===== src/rtl/conv_pkg.sv =====
// Shared types and constants for the two-layer CONV sequencer.
package conv_pkg;

  typedef enum logic [2:0] {
    IDLE, CONV_RD, CONV_DRAIN, CONV_WR, POOL_RD, POOL_DRAIN, POOL_WR
  } state_t;

  localparam logic [2:0] CSEL_NONE = 3'b000;
  localparam logic [2:0] CSEL_L0   = 3'b001;
  localparam logic [2:0] CSEL_L1   = 3'b011;

  localparam int IMG_W_DEF  = 64;
  localparam int IMG_H_DEF  = 64;
  localparam int ADDR_W_DEF = 12;

  localparam int NUM_TAPS  = 9;
  localparam int POOL_TAPS = 4;

  // Tap k covers offset (dx,dy) = (k%3-1, k/3-1), raster order over the 3x3 window.
  localparam logic signed [1:0] TAP_DX [NUM_TAPS] =
    '{-2'sd1, 2'sd0, 2'sd1, -2'sd1, 2'sd0, 2'sd1, -2'sd1, 2'sd0, 2'sd1};
  localparam logic signed [1:0] TAP_DY [NUM_TAPS] =
    '{-2'sd1, -2'sd1, -2'sd1, 2'sd0, 2'sd0, 2'sd0, 2'sd1, 2'sd1, 2'sd1};

  // Pool read q=0..3 reuses the lower-right 2x2 of the 3x3 window: taps 4,5,7,8.
  function automatic logic [3:0] pool_tap(input logic [1:0] q);
    return 4'd4 + {2'b00, q} + {3'b000, q[1]};
  endfunction

endpackage


===== src/rtl/conv_tap_addr_gen.sv =====
// Combinational (x,y,tap) -> linear address with out-of-image flag; address is 0 when outside.
module conv_tap_addr_gen
  import conv_pkg::*;
#(
  parameter int IMG_W  = IMG_W_DEF,
  parameter int IMG_H  = IMG_H_DEF,
  parameter int ADDR_W = ADDR_W_DEF,
  localparam int XW = $clog2(IMG_W),
  localparam int YW = $clog2(IMG_H)
) (
  input  logic [XW-1:0]     x,
  input  logic [YW-1:0]     y,
  input  logic [3:0]        k,
  output logic [ADDR_W-1:0] addr,
  output logic              oor
);

  logic [3:0]           ks;
  logic signed [XW+1:0] xs;
  logic signed [YW+1:0] ys;

  always_comb begin
    ks   = (k < 4'(NUM_TAPS)) ? k : 4'd4;
    xs   = $signed({2'b00, x}) + (XW+2)'(TAP_DX[ks]);
    ys   = $signed({2'b00, y}) + (YW+2)'(TAP_DY[ks]);
    // Sign bit catches -1; the unsigned compare catches one-past-the-edge.
    oor  = xs[XW+1] | (xs[XW:0] >= (XW+1)'(IMG_W)) |
           ys[YW+1] | (ys[YW:0] >= (YW+1)'(IMG_H));
    addr = oor ? '0 : ADDR_W'({ys[YW-1:0], xs[XW-1:0]});
  end

endmodule


===== src/rtl/conv_layer_sequencer.sv =====
// Control FSM for a 3x3 zero-padded conv layer (image ROM -> L0) followed by 2x2 max-pool (L0 -> L1).
module conv_layer_sequencer
  import conv_pkg::*;
#(
  parameter int IMG_W  = IMG_W_DEF,
  parameter int IMG_H  = IMG_H_DEF,
  parameter int ADDR_W = ADDR_W_DEF
) (
  input  logic              clk,
  input  logic              reset,
  input  logic              ready,
  output logic              busy,
  output logic [ADDR_W-1:0] iaddr,
  output logic              crd,
  output logic [ADDR_W-1:0] caddr_rd,
  output logic              cwr,
  output logic [ADDR_W-1:0] caddr_wr,
  output logic [2:0]        csel,
  output logic [3:0]        tap_idx,
  output logic              pad_zero,
  output logic              mac_clr,
  output logic              mac_en,
  output logic              max_clr,
  output logic              max_en
);

  localparam int XW  = $clog2(IMG_W);
  localparam int YW  = $clog2(IMG_H);
  localparam int PXW = XW - 1;
  localparam int PYW = YW - 1;

  localparam logic [XW-1:0]  X_LAST    = XW'(IMG_W - 1);
  localparam logic [YW-1:0]  Y_LAST    = YW'(IMG_H - 1);
  localparam logic [PXW-1:0] PX_LAST   = PXW'(IMG_W / 2 - 1);
  localparam logic [PYW-1:0] PY_LAST   = PYW'(IMG_H / 2 - 1);
  localparam logic [3:0]     TAP_LAST  = 4'(NUM_TAPS - 1);
  localparam logic [3:0]     POOL_LAST = 4'(POOL_TAPS - 1);

  state_t         state_q, state_d;
  logic [XW-1:0]  x_q, x_d;
  logic [YW-1:0]  y_q, y_d;
  logic [PXW-1:0] px_q, px_d;
  logic [PYW-1:0] py_q, py_d;
  logic [3:0]     tap_q, tap_d;

  logic [ADDR_W-1:0] tap_addr, pool_addr;
  logic              tap_oor, pool_oor;
  logic              pad_pre;

  // Address generators look at the next-state counters so the address registers
  // line up with the state being entered.
  conv_tap_addr_gen #(.IMG_W(IMG_W), .IMG_H(IMG_H), .ADDR_W(ADDR_W)) u_tap_addr (
    .x(x_d), .y(y_d), .k(tap_d), .addr(tap_addr), .oor(tap_oor)
  );

  conv_tap_addr_gen #(.IMG_W(IMG_W), .IMG_H(IMG_H), .ADDR_W(ADDR_W)) u_pool_addr (
    .x({px_d, 1'b0}), .y({py_d, 1'b0}), .k(pool_tap(tap_d[1:0])),
    .addr(pool_addr), .oor(pool_oor)
  );

  always_ff @(posedge clk) begin
    if (!reset) begin
      state_q <= IDLE;
      x_q     <= '0;
      y_q     <= '0;
      px_q    <= '0;
      py_q    <= '0;
      tap_q   <= '0;
    end else begin
      state_q <= state_d;
      x_q     <= x_d;
      y_q     <= y_d;
      px_q    <= px_d;
      py_q    <= py_d;
      tap_q   <= tap_d;
    end
  end

  always_comb begin
    state_d = state_q;
    x_d     = x_q;
    y_d     = y_q;
    px_d    = px_q;
    py_d    = py_q;
    tap_d   = tap_q;
    unique case (state_q)
      IDLE: begin
        if (ready) begin
          state_d = CONV_RD;
          x_d     = '0;
          y_d     = '0;
          px_d    = '0;
          py_d    = '0;
          tap_d   = '0;
        end
      end
      CONV_RD: begin
        if (tap_q == TAP_LAST) state_d = CONV_DRAIN;
        else                   tap_d   = tap_q + 4'd1;
      end
      CONV_DRAIN: state_d = CONV_WR;
      CONV_WR: begin
        tap_d   = '0;
        state_d = CONV_RD;
        if (x_q == X_LAST) begin
          x_d = '0;
          if (y_q == Y_LAST) state_d = POOL_RD;
          else               y_d     = y_q + 1'b1;
        end else begin
          x_d = x_q + 1'b1;
        end
      end
      POOL_RD: begin
        if (tap_q == POOL_LAST) state_d = POOL_DRAIN;
        else                    tap_d   = tap_q + 4'd1;
      end
      POOL_DRAIN: state_d = POOL_WR;
      POOL_WR: begin
        tap_d   = '0;
        state_d = POOL_RD;
        if (px_q == PX_LAST) begin
          px_d = '0;
          if (py_q == PY_LAST) state_d = IDLE;
          else                 py_d    = py_q + 1'b1;
        end else begin
          px_d = px_q + 1'b1;
        end
      end
      default: state_d = IDLE;
    endcase
  end

  // Address/strobe outputs decode the incoming state; datapath controls decode the
  // current state, landing one cycle later alongside the memory data.
  always_ff @(posedge clk) begin
    if (!reset) begin
      busy     <= 1'b0;
      iaddr    <= '0;
      pad_pre  <= 1'b0;
      crd      <= 1'b0;
      caddr_rd <= '0;
      cwr      <= 1'b0;
      caddr_wr <= '0;
      csel     <= CSEL_NONE;
      tap_idx  <= '0;
      pad_zero <= 1'b0;
      mac_clr  <= 1'b0;
      mac_en   <= 1'b0;
      max_clr  <= 1'b0;
      max_en   <= 1'b0;
    end else begin
      busy     <= (state_d != IDLE);
      iaddr    <= (state_d == CONV_RD) ? tap_addr : '0;
      pad_pre  <= (state_d == CONV_RD) && tap_oor;
      crd      <= (state_d == POOL_RD) && !pool_oor;
      caddr_rd <= (state_d == POOL_RD) ? pool_addr : '0;
      cwr      <= (state_d == CONV_WR) || (state_d == POOL_WR);
      case (state_d)
        CONV_WR: begin
          csel     <= CSEL_L0;
          caddr_wr <= ADDR_W'({y_d, x_d});
        end
        POOL_RD, POOL_DRAIN: begin
          csel     <= CSEL_L0;
          caddr_wr <= '0;
        end
        POOL_WR: begin
          csel     <= CSEL_L1;
          caddr_wr <= ADDR_W'({py_d, px_d});
        end
        default: begin
          csel     <= CSEL_NONE;
          caddr_wr <= '0;
        end
      endcase
      tap_idx  <= (state_q == CONV_RD) ? tap_q : '0;
      pad_zero <= pad_pre;
      mac_en   <= (state_q == CONV_RD);
      mac_clr  <= (state_q == CONV_RD) && (tap_q == '0);
      max_en   <= (state_q == POOL_RD);
      max_clr  <= (state_q == POOL_RD) && (tap_q == '0);
    end
  end

endmodule

===== config.mk =====
export PLATFORM = sky130hd
export DESIGN_NAME = conv_layer_sequencer
export DESIGN_NICKNAME = d
export VERILOG_FILES = /design/src/rtl/conv_pkg.sv /design/src/rtl/conv_tap_addr_gen.sv /design/src/rtl/conv_layer_sequencer.sv
export SDC_FILE = /design/constraint.sdc
export NUM_CORES = 1
export LEC_CHECK = 0
export ABC_AREA = 1
export ABC_CLOCK_PERIOD_IN_PS = 10710
export CAP_MARGIN = 40
export CORE_UTILIZATION = 46
export CTS_CLUSTER_DIAMETER = 40
export CTS_CLUSTER_SIZE = 20
export DETAILED_ROUTE_END_ITERATION = 8
export GPL_TIMING_DRIVEN = 0
export PLACE_DENSITY = 0.68
export SLEW_MARGIN = 40
export SYNTH_ARGS = -nofsm -noshare
export SYNTH_HDL_FRONTEND = slang
export SYNTH_SLANG_ARGS = --single-unit

===== constraint.sdc =====
create_clock -name clk -period 10.71 [get_ports clk]
set_clock_uncertainty 0.15 [all_clocks]
set_input_delay 1.071 -clock clk [delete_from_list [all_inputs] [get_ports clk]]
set_output_delay 1.071 -clock clk [all_outputs]
set_load 0.005 [all_outputs]

# ---- Yosys cells after proc, flatten, opt, wreduce, memory -nomap -nowiden
# Memories as Yosys holds them, arrays and structs flattened.
# Cells that the tools add are included.
dict set report op_classes {
  addsub 11
  n_lt_le_gt_ge 8
  bitwise 11
  eq_ne 17
  n_mux 38
  n_reduce_logical 14
}
# operator n
set ops {}
lappend ops {{7-bit by 2-bit adder with 8-bit output} 4}
lappend ops {{6-bit two-way mux} 5}
lappend ops {{7-bit greater-or-equal comparator (second input constant)} 4}
lappend ops {{5-bit two-way mux} 5}
lappend ops {{12-bit case mux with 2 select lines} 1}
lappend ops {{6-bit case mux with 2 select lines} 2}
lappend ops {{3-bit two-way mux} 7}
lappend ops {{3-bit case mux with 7 select lines} 1}
lappend ops {{4-bit two-way mux} 5}
lappend ops {{5-bit case mux with 2 select lines} 2}
lappend ops {{3-bit equality test (second input constant)} 6}
lappend ops {{2-bit two-way mux} 8}
lappend ops {{4-bit case mux with 4 select lines} 1}
lappend ops {{6-bit by 1-bit adder with 6-bit output (second input constant)} 2}
lappend ops {{6-bit equality test (second input constant)} 2}
lappend ops {{5-bit by 1-bit adder with 5-bit output (second input constant)} 2}
lappend ops {{5-bit equality test (second input constant)} 2}
lappend ops {{5-bit greater-or-equal comparator (second input constant)} 2}
lappend ops {{4-bit inverter with 5-bit output} 2}
lappend ops {{3-bit by 2-bit equality test with 1-bit output (second input constant)} 3}
lappend ops {{3-bit OR reduction} 3}
lappend ops {{4-bit less-than comparator (second input constant)} 2}
lappend ops {{3-bit by 1-bit equality test with 1-bit output (second input constant)} 2}
lappend ops {{1-bit OR} 6}
lappend ops {{other kinds (15)} 20}
dict set report word_totals {
  in_bits 3
  output_inout_bits 51
  mem_bits_ro 128
  mem_count 4
  register_bits 81
  elab_cells 123
}
# memory words word_bits read_ports rd_clocked_by_memory_dff wr line_no
set memory_table {}
lappend memory_table {{(name not given)} 16 2 1 0 0 conv_tap_addr_gen.sv:24} ;# xs = $signed({2'b00, x}) + (XW+2)'(TAP_DX[ks]);
lappend memory_table {{(name not given)} 16 2 1 0 0 conv_tap_addr_gen.sv:25} ;# ys = $signed({2'b00, y}) + (YW+2)'(TAP_DY[ks]);
lappend memory_table {{(name not given)} 16 2 1 0 0 conv_tap_addr_gen.sv:24}
lappend memory_table {{(name not given)} 16 2 1 0 0 conv_tap_addr_gen.sv:25}

# ---- Longest topological paths before layout
dict set report depth {
  ltp_word 18
  mapped_depth 26
  depth_no_buf 26
}

# ---- Hierarchy
# Synthesis repeated with hierarchy kept, for this count alone.
dict set report hier_totals {
  hier_cells 791
  hier_area_um2 5431.5
}
# mod cells_each area_per_inst_um2 seq_area_each_um2 instances
set modules_own_cells {}
lappend modules_own_cells {conv_layer_sequencer 477 3579.7 1601.5 1}
lappend modules_own_cells {conv_tap_addr_gen 157 925.9 0.0 2}

# ---- Worst setup path after synthesis
# No wires, ideal clock.
dict set report synth_timing {
  path_kind {in2reg}
  startpoint {input port ready}
  endpoint {register iaddr[10]}
  setup_time_ns 0.117
  path_slack_ns 6.848
  path_buffers 1
  stages 22
  arrival_ns 3.595
  required_ns 10.443
  path_cell_list {nor2_8 -> inv_2 -> nand2_2 -> nand2_2 -> nand2_4 -> nor2_1 -> ha_1 -> o211ai_2 -> nand2_4 -> inv_1 -> ha_1 -> nand3_1 -> nand3_1 -> a21oi_1 -> o21ai_0 -> nand2_1 -> nor2_1 -> nor2_1 -> nand3_2 -> nand4_4 -> buf_6 -> nor2_2}
}
dict set report synth_via {
  elab_chain_cells 14
  elab_cells_between_ends 27
  cone_classes {add/sub: 2; order compare: 3; eq/ne: 1; mux: 13; bitwise: 5; reduce/logical: 1; memory: 2}
}
# item line_no
set synth_lines {}
lappend synth_lines {{start, declared} conv_layer_sequencer.sv:11} ;# input logic ready,
lappend synth_lines {{4-bit two-way mux} conv_layer_sequencer.sv:88} ;# if (ready) begin
lappend synth_lines {{4-bit case mux with 4 select lines} conv_layer_sequencer.sv:86} ;# unique case (state_q)
lappend synth_lines {{4-bit less-than comparator} conv_tap_addr_gen.sv:23} ;# ks = (k < 4'(NUM_TAPS)) ? k : 4'd4;
lappend synth_lines {{4-bit two-way mux} conv_tap_addr_gen.sv:23}
lappend synth_lines {{4-bit inverter with 5-bit output (not written as such)} {conv_tap_addr_gen.sv:24, conv_tap_addr_gen.sv:25}}
lappend synth_lines {{memory read 16 x 2 bit} n/a}
lappend synth_lines {{2-bit two-way mux (not written as such) (2 in series)} conv_tap_addr_gen.sv:24}
lappend synth_lines {{7-bit by 2-bit adder with 8-bit output} conv_tap_addr_gen.sv:24}
lappend synth_lines {{7-bit greater-or-equal comparator} conv_tap_addr_gen.sv:27} ;# oor = xs[XW+1] | (xs[XW:0] >= (XW+1)'(IMG_W)) |
lappend synth_lines {{1-bit OR (2 in series)} conv_tap_addr_gen.sv:27}
lappend synth_lines {{1-bit OR} conv_tap_addr_gen.sv:28} ;# ys[YW+1] | (ys[YW:0] >= (YW+1)'(IMG_H));
lappend synth_lines {{3-bit OR reduction (no line)} n/a}
lappend synth_lines {{end signal, assigned} conv_layer_sequencer.sv:153} ;# iaddr <= (state_d == CONV_RD) ? tap_addr : '0;
lappend synth_lines {{end, declared} conv_layer_sequencer.sv:13} ;# output logic [ADDR_W-1:0] iaddr,
# Parallel ways exist; a longest one is shown, timed or not. The select of a mux whose other input is x is not followed.
# A chain may end at the register's enable or synchronous reset.

# ---- Worst setup path after layout
dict set report layout_timing {
  startpoint {input port ready}
  endpoint {register iaddr[3]}
}
# The elaborated chain is that of the path after synthesis.

==> run metrics <==
mapped cell area=4235 sq um; cell count after synthesis=544; setup repair after global routing missed its margin=no; average instance area after synthesis=7.786 sq um; antenna cell count=0; yosys warns=0; clock buffers created by TritonCTS=9; hold wc startpoint=pad_pre; IR drop worst, VDD=around 0.069 mV; Vias/cell=5.030; failing checks=DRC; Tcrit/Tclk final=41.59%; slowest CP cell=clkdlybuf4s50_1; post-layout instance area=5180 sq um; gr usage total=21.52%; standard cell area after detailed placement=roughly 4900 sq um; cells along the critical path=clkdlybuf4s50_1 > nor2_8 > nor2_2 > nand2_1 > nand2_1 > nand2_2 > inv_2 > nor2_4 > ha_1 > inv_1 > o211ai_1 > nand2_1 > ha_1 > inv_1 > fa_1 > o211ai_1 > a21o_1 > nand2_1 > o21ai_0 > nand2_1 > o21ai_2 > nand4_4 > buf_6 > nor2_2; critical path startpoint category=primary input; setup-violating endpoint count in the final report=0; CTS hold repair buffers=0; kind of end point of the critical path=flip-flop; wire length of the first global-routing pass=16220 um; Layout Utilization=approximately 59%; post-route antenna net violation count=0; FF-to-FF setup slack=6.41 ns; Initial Utilization=48.10%; worst hold path class=reg2reg; TNS Setup=0 ns; Post-synth EDFFs=0; DRC viols=6; io pins=54; maximum single-stage delay on the critical path=0.58 ns; highest net fanout along the worst path=10; synthesis-to-finish area growth=22.30%; worst hold path cell count=2; max-slew violation total from the final report=0; most frequently used flop master after synthesis=dfxtp_1; CTS Root Buffer Type=clkbuf_8; Fin. Hold Viols=0; Yosys reg bits=80; drt initial violations=175; TritonCTS clock tree=done; maximum number of pins on one net before global-route repair=15; total power divided by cell area=124.8 nW/um^2; Rows=34; Bufs on Longest Clock Path=2; y dimension of the die=~100 um; maximum level of the CTS H-tree=3; total congestion overflow=0; Port Buf Inserts=52; die width=97.96 um; Die Footprint=around 9600 sq um; Worst-path clk slew=~0.08 ns; antenna violations before repair=0; distinct cell type count of the synthesized netlist=49; shortest period the worst path allows=4.454 ns; Final #Nets=about 660; cell with the most instances on the worst path=nand2_1; leakage power of the design=approximately 2.3 nW; critical path depth=24; cells resized by post-CTS repair=0; count of buffering cells on the critical path with inverters included=5; postcts setup bufs=0; via total after detailed routing=3682; number of clock sinks=80; Worst setup startpoint=ready; RR Startpoint=tap_q[0]; Synth area leader=dfxtp_1; relative max-transition margin=51.86%; Fmax achieved=224.5 MHz; core outline area=between 8000 and 9000 sq um; share of async-settable or async-resettable flops after synthesis=0%; status=complete, but fails checks; Data arrival, critical path=4.60 ns; most area-consuming cells after synthesis=dfxtp_1 38%, ha_1 9.2%, inv_1 7.0%; fill cell total of the finished layout=834; max-cap violations=0; Placer Congestion=0.9137; total design power=646.7 uW; worst setup path category=in2reg; latest clock arrival within the worst-skew pair=between 0.3 and 0.4 ns; vias in the first global route=3560; sequential area share after synthesis=37.81%; Slew @ Worst Pin=0.7220 ns; Post-Route WL=9791 um; cell family with the largest share of critical-path delay=buffers and inverters; number of cells on the worst reg-to-reg path=26; layout cells sized above 1=13.78%; first-pass iteration count of the detailed router=7; detailed placement HPWL=approximately 7400 um; average wire per standard cell=13.38 um; required time at the endpoint of the critical path=around 11 ns; area share of the largest cell type after synthesis=37.81%
[worst register-to-register path, cell delays in order (launching register included)]
cell and delay [ns]:
dfxtp_1 0.49, inv_1 0.17, ha_1 0.26, nand3_1 0.17
nor2_2 0.08, nor2_1 0.14, nand2_1 0.06, nand2_1 0.08
nand2_2 0.07, inv_2 0.10, nor2_4 0.05, ha_1 0.17
inv_1 0.08, o211ai_1 0.10, nand2_1 0.10, ha_1 0.19
inv_1 0.08, fa_1 0.44, o211ai_1 0.29, a21o_1 0.15
nand2_1 0.06, o21ai_0 0.16, nand2_1 0.08, o21ai_2 0.10
nand4_4 0.16, buf_6 0.19, nor2_2 0.08
[cell usage after synthesis, types with 4 or more instances]
master	n
o211ai_1	4
ha_1	31
nand3_2	4
dfxtp_1	80
nand4_1	8
nor3_1	8
inv_2	14
a21oi_1	17
xor2_1	9
nand2_2	15
a22o_1	7
fa_1	4
o21ai_0	25
nand3_1	25
xnor2_1	4
nand2_1	74
o21ai_1	5
inv_1	79
nor2_1	73
nor2_2	16
[kinds of logic after synthesis]
| group | Yosys count | share of synthesized area (%) |
|---|---|---|
| adder cells (fa/ha/maj) | 35 | 11.05 |
| AO/OA/AOI/OAI | 75 | 11.26 |
| buffers and inverters | 101 | 9.335 |
| flip-flops | 80 | 37.81 |
| XOR/XNOR | 13 | 2.688 |
| other | 2 | 0.1773 |
| AND/OR/NAND/NOR | 238 | 27.68 |
[layout make-up]
class,count,area (sq um),area share (%)
Buffer,6,36.28,0.7005
Multi-Input combinational cell,375,2283,44.08
Clock inverter,6,116.4,2.246
Clock buffer,10,127.6,2.464
Timing Repair Buffer,52,520.5,10.05
Sequential cell,80,1602,30.92
Inverter,95,359.1,6.932
Tap cell,108,135.1,2.609
[registers in the layout, indices dropped and copies added, names as in the netlist, 2 cells and up]
register  flops
caddr_rd     12
caddr_wr     12
py_q          5
iaddr        12
px_q          5
x_q           6
state_q       3
csel          2
tap_q         4
y_q           6
tap_idx       4
[stage by stage]
step	worst slack (ns)	cells	hold WS (ns)
after floorplan	6.848	556	0.2400
after global placement	5.934	716	0.2800
after detailed placement	5.908	716	0.2643
after CTS	6.246	732	0.2843
after global routing	5.962	732	0.3168
final	6.256	732	0.2889
[power breakdown]
group	internal, mW	switching (mW)	total, mW
clock network	0.157	0.117	0.274
logic	0.0254	0.0438	0.0692
registers	0.301	0.00246	0.304
total	0.483	0.163	0.647
[cells in the final DEF, fill, tap and decap left out, types with 3 or more instances in the layout]
| cell | n |
|---|---|
| clkbuf_8 | 9 |
| clkdlybuf4s50_1 | 52 |
| nand2_2 | 15 |
| ha_1 | 31 |
| a21oi_1 | 17 |
| nand4_1 | 8 |
| bufinv_16 | 3 |
| o21ai_0 | 25 |
| o21ai_1 | 5 |
| fa_1 | 4 |
| nor2_1 | 73 |
| nand2_4 | 3 |
| nand3_1 | 25 |
| a22o_1 | 7 |
| inv_1 | 79 |
| clkbuf_1 | 3 |
| xor2_1 | 9 |
| nor2_4 | 3 |
| o211ai_1 | 4 |
| dfxtp_1 | 80 |
| nand3_2 | 4 |
| a22oi_1 | 3 |
| conb_1 | 14 |
| nor3_1 | 8 |
| xnor2_1 | 4 |
| nand2_1 | 74 |
| inv_2 | 14 |
| nor2_2 | 16 |
[metal layers]
layer | global-route usage, % | vias to the layer above | routed length [um] | share of wire (%)
met5 | 0 | - | 0 | 0
met4 | 11.42 | 0 | 312 | 3.2
met3 | 3.150 | 26 | 429 | 4.4
met2 | 35.81 | 101 | 4427 | 45
met1 | 26.99 | 1681 | 4622 | 47
li1 | - | 1874 | - | -
[worst paths after layout]
check | end
min | pad_zero
min reg2reg | pad_zero
max reg2reg | iaddr[3]
max | iaddr[3]
(Power assumes the default switching activity.)
==> patch, RTL diff (same settings) <==
Change the package constant `IMG_W_DEF` from 64 to 32.
--- a/src/rtl/conv_pkg.sv
+++ b/src/rtl/conv_pkg.sv
@@ -9,7 +9,7 @@
   localparam logic [2:0] CSEL_L0   = 3'b001;
   localparam logic [2:0] CSEL_L1   = 3'b011;
 
-  localparam int IMG_W_DEF  = 64;
+  localparam int IMG_W_DEF  = 32;
   localparam int IMG_H_DEF  = 64;
   localparam int ADDR_W_DEF = 12;
 
Check against the original RTL: not equivalent (Yosys sat finds a counterexample within 10 cycles, from zero or initial values and one cycle with reset low).
==> patch against the original RTL <==
  * Total power shrank 15%
  * Utilization shrank 0.68 points
  * Final cell count down 5.2%
  * First-iteration DRC count up 9.1%
  * Via count down 6.7%
  * Non-clock buffer count grew 2
  * Area after synthesis fell by 8.4%
  * Setup slack lost 0.38 ns
  * Sequential cell count shrank 5
  * Design area shrank 8.2%
  * Wire length fell by 13%
  * Sequential power fell by 7.2%
  * Register-to-register slack got worse by 0.09 ns
  * Largest cell class unchanged
==> patch: results <==
[cells_and_area]
n_fill_cell = 768
layout.nets = 620
reg_top3 = "caddr_rd (11), caddr_wr (11), iaddr (11)"
antenna_cells = 0
drive_above_1_share_pct = 9.85
layout.cells.non_filler = 694

[clocking]
cts_resized = 0
clockRootBuffer = "clkbuf_8"
cts_setup_buffers = 0
htree_levels = 3
cts.path.max_buffers = 2
clk_latency_ns = 0.35
cts.clk_slew.worst_paths_ns = 0.08

[pwr]
p_clk_share_pct = 41.5
peakVddDrop_mv = 0.0628
cellLeakagePower_uw = 0.00223
power_density_nw_per_um2 = 116
swShare_pct = 25.4
powerSeq_uw = 282
p_sw_uw = 139

[drt]
dr_total_vias = 3437
first_pass_iters = 5
routed_wirelength_microns = 8510
drt_first_iter_violations = 191

[worst_setup_path]
end_kind = "flop"
startpoint = "ready"
r2r_slack_ns = 6.32
r2r_start = "tap_q[0]"
path_delay_family = "simple AND/OR/NAND/NOR gates"
arrival_ns = 4.97
crit_slowest_cell = "nor3_2"
max_stage_delay_ns = 0.55
reg2reg_to = "iaddr[7]"
reg2reg_depth = 23

[worst_hold_path]
hold_class = "flop to flop"
holdPathEnd = "pad_zero"
hold_depth = 2

[synthesis]
syn_avg_cell_area_sq_um = 7.57
netlist-cell-type-count = 44
synthArstFlopShare_pct = 0
yosysSeqAreaShare_pct = 38.7
ys.flop_type = "dfxtp_1"
netlist_top_cells_count = "inv_1, dfxtp_1, nand2_1, nor2_1, ha_1"
synth_area_leaders = "dfxtp_1, ha_1, inv_1"

[placement]
dp_cells = 678
gp_congestion = 0.899
place_ws_ns = 5.52
numPortBuffers = 49
placed_area_sq_um = 4540
dpl.hpwl_microns = 6630

[sta]
tightest_slew_ns = 0.633
fin_ws_ns = 5.88
whs_ns = 0.268

[global_routing]
grt_max_degree = 15
grt_use_total_pct = 21.1
grt_pass1_vias = 3212
grt_pass1_wl_microns = 14300

[status]
status = "complete, no violations"
==> patch: changes by cell type after synthesis, moves of 7 or more <==
cell and delta:
a22o_1 -7, inv_1 +7, inv_2 -9, nand2_2 -7, o22ai_1 +9
==> patch: routing by layer <==
layer | wire length, microns | vias to the layer above | track usage, %
met3 | 410 | 18 | 3.72
met5 | 0 | - | 0
met2 | 3940 | 92 | 34.7
li1 | - | 1753 | -
met1 | 3940 | 1574 | 26.6
met4 | 206 | 0 | 10.1
==> patch: logic make-up (layout without fill, tap and decap cells) <==
logic type      Yosys count  count (layout)  share of synthesized area [%]
simple gates            215             215                           24.7
buf+inv                 102             167                           10.5
flops                    75              75                           38.7
compound gates           71              71                           11.5
fa+ha+maj                33              33                           11.2
xor+xnor                 14              14                           3.16
other cells               2              14                          0.194
==> patch: cell type report <==
type,count,area share (%)
buffer,11,1.37
clock buffer,10,2.90
clock inverter,6,1.50
inverter,91,7.19
multi-input combinational,347,42.4
sequential,75,31.6
tap,105,2.76
timing repair buffer,49,10.3
